[config.mk]
export PLATFORM = sky130hd
export DESIGN_NAME = switch_input_port
export DESIGN_NICKNAME = d
export VERILOG_FILES = /design/src/rtl/switch_input_pkg.sv /design/src/rtl/switch_debounce.sv /design/src/rtl/switch_input_port.sv
export SDC_FILE = /design/constraint.sdc
export NUM_CORES = 1
export LEC_CHECK = 0
export CAP_MARGIN = 20
export CORE_UTILIZATION = 49
export CTS_BUF_LIST = sky130_fd_sc_hd__clkbuf_4
export DETAILED_ROUTE_END_ITERATION = 6
export HOLD_SLACK_MARGIN = 0.12
export PLACE_DENSITY = 0.87
export SYNTH_ARGS = -nofsm -noshare
export SYNTH_HDL_FRONTEND = slang
export SYNTH_HIERARCHICAL = 1
export SYNTH_SLANG_ARGS = --single-unit
[constraint.sdc]
create_clock -name clk -period 2.5 [get_ports clk]
set_input_delay 0.5 -clock clk [delete_from_list [all_inputs] [get_ports clk]]
set_output_delay 0.5 -clock clk [all_outputs]
set_load 0.02 [all_outputs]
[src/rtl/switch_input_pkg.sv]
// Shared constants for the switch/pushbutton input port: register map and
// edge-capture mode encodings.
package switch_input_pkg;

  // Register addresses
  localparam logic [1:0] ADDR_DATA = 2'd0;
  localparam logic [1:0] ADDR_RSVD = 2'd1;
  localparam logic [1:0] ADDR_MASK = 2'd2;
  localparam logic [1:0] ADDR_EDGE = 2'd3;

  // EDGE_TYPE encodings
  localparam int unsigned EDGE_RISE = 0;
  localparam int unsigned EDGE_FALL = 1;
  localparam int unsigned EDGE_ANY  = 2;

endpackage

[src/rtl/switch_debounce.sv]
// Single-bit debouncer: the output follows the (already synchronised) input
// only after the input has differed from it for DB_CYCLES consecutive clocks.
module switch_debounce #(
  parameter int unsigned DB_CYCLES = 50000,
  parameter int unsigned CW        = 16
) (
  input  logic clk_i,
  input  logic rst_ni,
  input  logic d_i,
  output logic q_o
);

  logic [CW-1:0] cnt_q, cnt_d;
  logic          q_q, q_d;

  // Count while the input disagrees with the output; any agreement restarts the count
  always_comb begin
    cnt_d = '0;
    q_d   = q_q;
    if (d_i != q_q) begin
      if (cnt_q == CW'(DB_CYCLES - 1)) begin
        q_d   = d_i;
        cnt_d = '0;
      end else begin
        cnt_d = cnt_q + 1'b1;
      end
    end
  end

  // Debounce state
  always_ff @(posedge clk_i or negedge rst_ni) begin
    if (!rst_ni) begin
      cnt_q <= '0;
      q_q   <= 1'b0;
    end else begin
      cnt_q <= cnt_d;
      q_q   <= q_d;
    end
  end

  assign q_o = q_q;

endmodule

[src/rtl/switch_input_port.sv]
// Avalon-MM slave for slider switches / pushbuttons: 2-flop synchroniser,
// optional per-bit debounce (SWITCH_INPUT_DEBOUNCE_EN), edge capture with W1C,
// interrupt mask and a registered level IRQ.
module switch_input_port
  import switch_input_pkg::*;
#(
  parameter int unsigned DW        = 9,
  parameter int unsigned EDGE_TYPE = 0,
  parameter int unsigned DB_CYCLES = 50000,
  parameter int unsigned CW        = 16
) (
  input  logic          clk,
  input  logic          reset_n,
  input  logic [1:0]    address,
  input  logic [3:0]    byteenable,
  input  logic          chipselect,
  input  logic          read,
  input  logic          write,
  input  logic [31:0]   writedata,
  input  logic [DW:0]   SW,
  output logic [31:0]   readdata,
  output logic          irq
);

  logic [DW:0] sync1_q, sync2_q, filtered, prev_q;
  logic [DW:0] edge_cap_q, edge_cap_d, mask_q, mask_d;
  logic [DW:0] rise, fall, edge_set, w1c;
  logic [31:0] readdata_q, readdata_d;
  logic        irq_q;
  logic        wr_en;

  // Reads are decoded from chipselect alone and writes are full-word
  logic unused_bus;
  assign unused_bus = ^{read, byteenable, writedata};

  // Two-flop synchroniser for the asynchronous switch inputs
  always_ff @(posedge clk or negedge reset_n) begin
    if (!reset_n) begin
      sync1_q <= '0;
      sync2_q <= '0;
    end else begin
      sync1_q <= SW;
      sync2_q <= sync1_q;
    end
  end

`ifdef SWITCH_INPUT_DEBOUNCE_EN
  for (genvar i = 0; i <= int'(DW); i++) begin : g_db
    switch_debounce #(
      .DB_CYCLES (DB_CYCLES),
      .CW        (CW)
    ) u_db (
      .clk_i  (clk),
      .rst_ni (reset_n),
      .d_i    (sync2_q[i]),
      .q_o    (filtered[i])
    );
  end
`else
  assign filtered = sync2_q;

  logic [31:0] unused_db_cfg;
  assign unused_db_cfg = DB_CYCLES ^ CW;
`endif

  assign rise  = filtered & ~prev_q;
  assign fall  = ~filtered & prev_q;
  assign wr_en = chipselect & write;

  // Select which transitions set capture bits
  always_comb begin
    case (EDGE_TYPE)
      EDGE_RISE: edge_set = rise;
      EDGE_FALL: edge_set = fall;
      EDGE_ANY:  edge_set = rise | fall;
      default:   edge_set = rise;
    endcase
  end

  // Register writes; a new edge overrides a simultaneous W1C on the same bit
  always_comb begin
    mask_d     = mask_q;
    w1c        = '0;
    if (wr_en && address == ADDR_MASK) mask_d = writedata[DW:0];
    if (wr_en && address == ADDR_EDGE) w1c = writedata[DW:0];
    edge_cap_d = (edge_cap_q & ~w1c) | edge_set;
  end

  // Read mux; readdata holds when not selected
  always_comb begin
    readdata_d = readdata_q;
    if (chipselect) begin
      case (address)
        ADDR_DATA: readdata_d = 32'(filtered);
        ADDR_RSVD: readdata_d = '0;
        ADDR_MASK: readdata_d = 32'(mask_q);
        ADDR_EDGE: readdata_d = 32'(edge_cap_q);
        default:   readdata_d = '0;
      endcase
    end
  end

  // Edge history, capture/mask registers, read data and IRQ
  always_ff @(posedge clk or negedge reset_n) begin
    if (!reset_n) begin
      prev_q     <= '0;
      edge_cap_q <= '0;
      mask_q     <= '0;
      readdata_q <= '0;
      irq_q      <= 1'b0;
    end else begin
      prev_q     <= filtered;
      edge_cap_q <= edge_cap_d;
      mask_q     <= mask_d;
      readdata_q <= readdata_d;
      irq_q      <= |(edge_cap_q & mask_q);
    end
  end

  assign readdata = readdata_q;
  assign irq      = irq_q;

endmodule

==> summary.md <==
| Metric | Value |
|---|---|
| Sequential share of the synthesized area | `64.24%` |
| Arrival time at the worst endpoint | `1.38 ns` |
| Die H | `between 70 and 80 µm` |
| Setup tns final | `0 ns` |
| Vias in the first global route | `around 1,400` |
| Routed len/inst | `roughly 14 µm` |
| Post-Syn Area | `about 0.0024 mm²` |
| CTS tree | `yes` |
| Fillers | `roughly 350` |
| Setup Skew | `approximately 0.011 ns` |
| F_max | `around 530 MHz` |
| Hold-fix buffers, CTS | `0` |
| Vias per inst | `about 5` |
| CTS root buf | `clkbuf_4` |
| Global Route met2 Usage | `26.62%` |
| Initial core utilization | `~53%` |
| Cell variety after synth | `22` |
| # H-tree levels | `3` |
| Setup-failing EPs final | `0` |
| Post-CTS Resized | `0` |
| Row cnt | `24` |
| Count of final hold-check violations | `0` |
| Crit path kind | `flop to output port` |
| Tmin final | `about 1.9 ns` |
| Register bit total from synthesis | `a little over 60` |
| Worst VDD drop | `~0.00034 V` |
| CP Launch Type | `flop` |
| Vias | `about 1,400` |
| Critical path's largest stage delay | `between 0.6 and 0.7 ns` |
| Area added between synthesis and finish | `19.06%` |
| Post-route ant nets | `0` |
| DRT iter0 DRCs | `between 150 and 200` |
| Slew Limit Fails | `0` |
| Final WL | `roughly 4100 µm` |
| Pleak | `1.307 nW` |
| Met3 Usage GRT | `6.470%` |
| Core area | `roughly 0.0045 mm²` |
| Async S/R FF share, synth | `between 90% and 100%` |
| Post-synth EDFFs | `0` |
| Synth top area share | `64.24%` |
| Slowest library cell on the worst path | `clkdlybuf4s50_1` |
| Grt total ovfl | `0` |
| Predominant post-synthesis flop cell | `dfrtp_1` |
| PortBufs | `36` |
| Die extent in x | `71.64 µm` |
| Placed cells | `274` |
| # IOs | `86` |
| Worst Path Required | `2.00 ns` |
| Setup WS pre-CTS | `0.3768 ns` |
| CP max FO | `2` |
| Leading cell type in the layout, fill and taps excluded | `dfrtp_1` |
| Max Cap Violations | `0` |
| Slew margin rel. | `between 50 and 60%` |
| Worst setup margin | `between 0.6 and 0.7 ns` |
| GRT Util Overall | `a little under a fifth` |
| Worst path top cell family by delay | `buffers and inverters` |
| Syn Inst Count | `between 150 and 200` |
| Cell accounting for the most synthesized area | `dfrtp_1` |
| Busiest grt layer | `met2` |
| Stages on the worst setup path | `1` |
| Status | `complete, no violations` |
| Final HPWL DP | `between 2000 and 3000 µm` |
| Share of cells above drive strength 1 | `13.92%` |
| Crit-path cells | `clkdlybuf4s50_1` |
| Worst Reg-to-Reg Cells | `3` |
| Met1 usage | `~25%` |
| First-pass GRT wire length | `approximately 7000 µm` |
| Setup Fix Bufs, Post-CTS | `0` |
| Placer Congestion | `about 0.8` |
| Syn. warnings | `6` |
| HP Class | `primary input to asynchronous set/reset pin` |
| Syn Area/Cell | `approximately 13 µm²` |
| Largest net degree at the start of global routing | `33` |
| RSZ-0062 raised after global routing | `no` |
| Pwr dens | `692.1 mW/mm²` |
| Worst-Margin Slew | `between 0.7 and 0.8 ns` |
| DR DRC count | `0` |
| # clock sinks | `61` |
| Clock buffer depth | `2` |
| Initial antenna violation count | `0` |
| Leading cell types in the layout, fill and taps excluded | `61 x dfrtp_1, 35 x clkdlybuf4s50_1, 22 x conb_1` |
| Period utilization | `about three quarters` |
| Clock transition at path regs | `roughly 0.1 ns` |
| Final nets | `approximately 290` |
| Antenna diodes | `0` |
| Die Area | `just over 0.005 mm²` |
| Worst setup EP type | `output port` |
| DRT Pass-1 Iters | `4` |
| Synth area leaders | `dfrtp_1 64%, buf_4 7.0%, mux2_2 4.7%` |
| Finished Layout Cells | `approximately 290` |
| Buf+Inv Stages, Crit Path | `1` |
| Worst skew pair latency | `0.39 ns` |
| Num CTS Buffers | `9` |
==> registers in the layout, summed over array words and instances (netlist names) <==
register / cells
readdata: 10
edge_cap_q: 10
mask_q: 10
filtered: 10
irq: 1
sync1_q: 10
prev_q: 10
==> cells in the mapped netlist, types with 2 or more instances <==
| library cell | number |
|---|---|
| mux2_2 | 10 |
| nand2_1 | 18 |
| mux2i_1 | 10 |
| a22o_1 | 11 |
| dfrtp_1 | 61 |
| buf_2 | 3 |
| buf_4 | 22 |
| inv_1 | 10 |
| a22oi_1 | 3 |
| nor2_1 | 10 |
| a2bb2oi_1 | 2 |
| a21oi_1 | 2 |
| or2_1 | 8 |
| clkbuf_1 | 3 |
| a31oi_1 | 8 |
==> cells by family (layout without fill, tap and decap cells) <==
group	Yosys count	in the layout	share of synthesized area [%]
AO/OA/AOI/OAI	27	27	8.636
buffers and inverters	39	67	10.11
flip-flops	61	61	64.24
multiplexers	20	20	8.952
other	1	22	0.1578
AND/OR/NAND/NOR	40	40	7.899
==> per-stage QoR <==
stage	util [%]	cell area, µm²	power, W	hold WS [ns]
6_report	62.81	2829	0.001958	0.1592
5_1_grt	62.81	2829	0.002074	0.1700
4_1_cts	62.81	2829	0.001986	0.1434
3_5_place_dp	60.61	2730	0.001469	0.3347
3_3_place_gp	60.61	2730	0.001454	0.3322
2_1_floorplan	-	2455	0.001345	0.2044
==> cell type report <==
cell class	count	area, µm²	area share, %
Multi-Input combinational cell	109	688.2	24.33
Sequential cell	61	1526	53.96
Clock inverter	6	31.28	1.106
Tap cell	52	65.06	2.300
Timing Repair Buffer	42	412.9	14.60
Clock buffer	9	67.56	2.388
Inverter	10	37.54	1.327
==> power breakdown <==
group          switching (W)  internal (W)  leakage, nW  total [W]
clock network       0.000324      0.000188       0.0588   0.000512
logic               0.000151      0.000157        0.561   0.000308
registers          0.0000606       0.00108        0.687    0.00114
==> metal layers <==
layer  part of all wire (%)  vias to the layer above
li1                       -                      683
met1                     44                      700
met2                     48                       57
met3                    6.9                        8
met4                    1.5                        0
met5                      0                        -
==> worst paths after layout <==
kind	startpoint	endpoint	slack, ns
setup / recovery	readdata[6]	readdata[6]	0.62
hold / removal	reset_n	readdata[7]	0.16
setup reg to reg	mask_q[5]	irq	1.39
hold reg to reg	sync1_q[1]	filtered[1]	0.35
max in group asynchronous	reset_n	prev_q[4]	1.73
min in group clk	sync1_q[1]	filtered[1]	0.35
(Power assumes the default switching activity.)
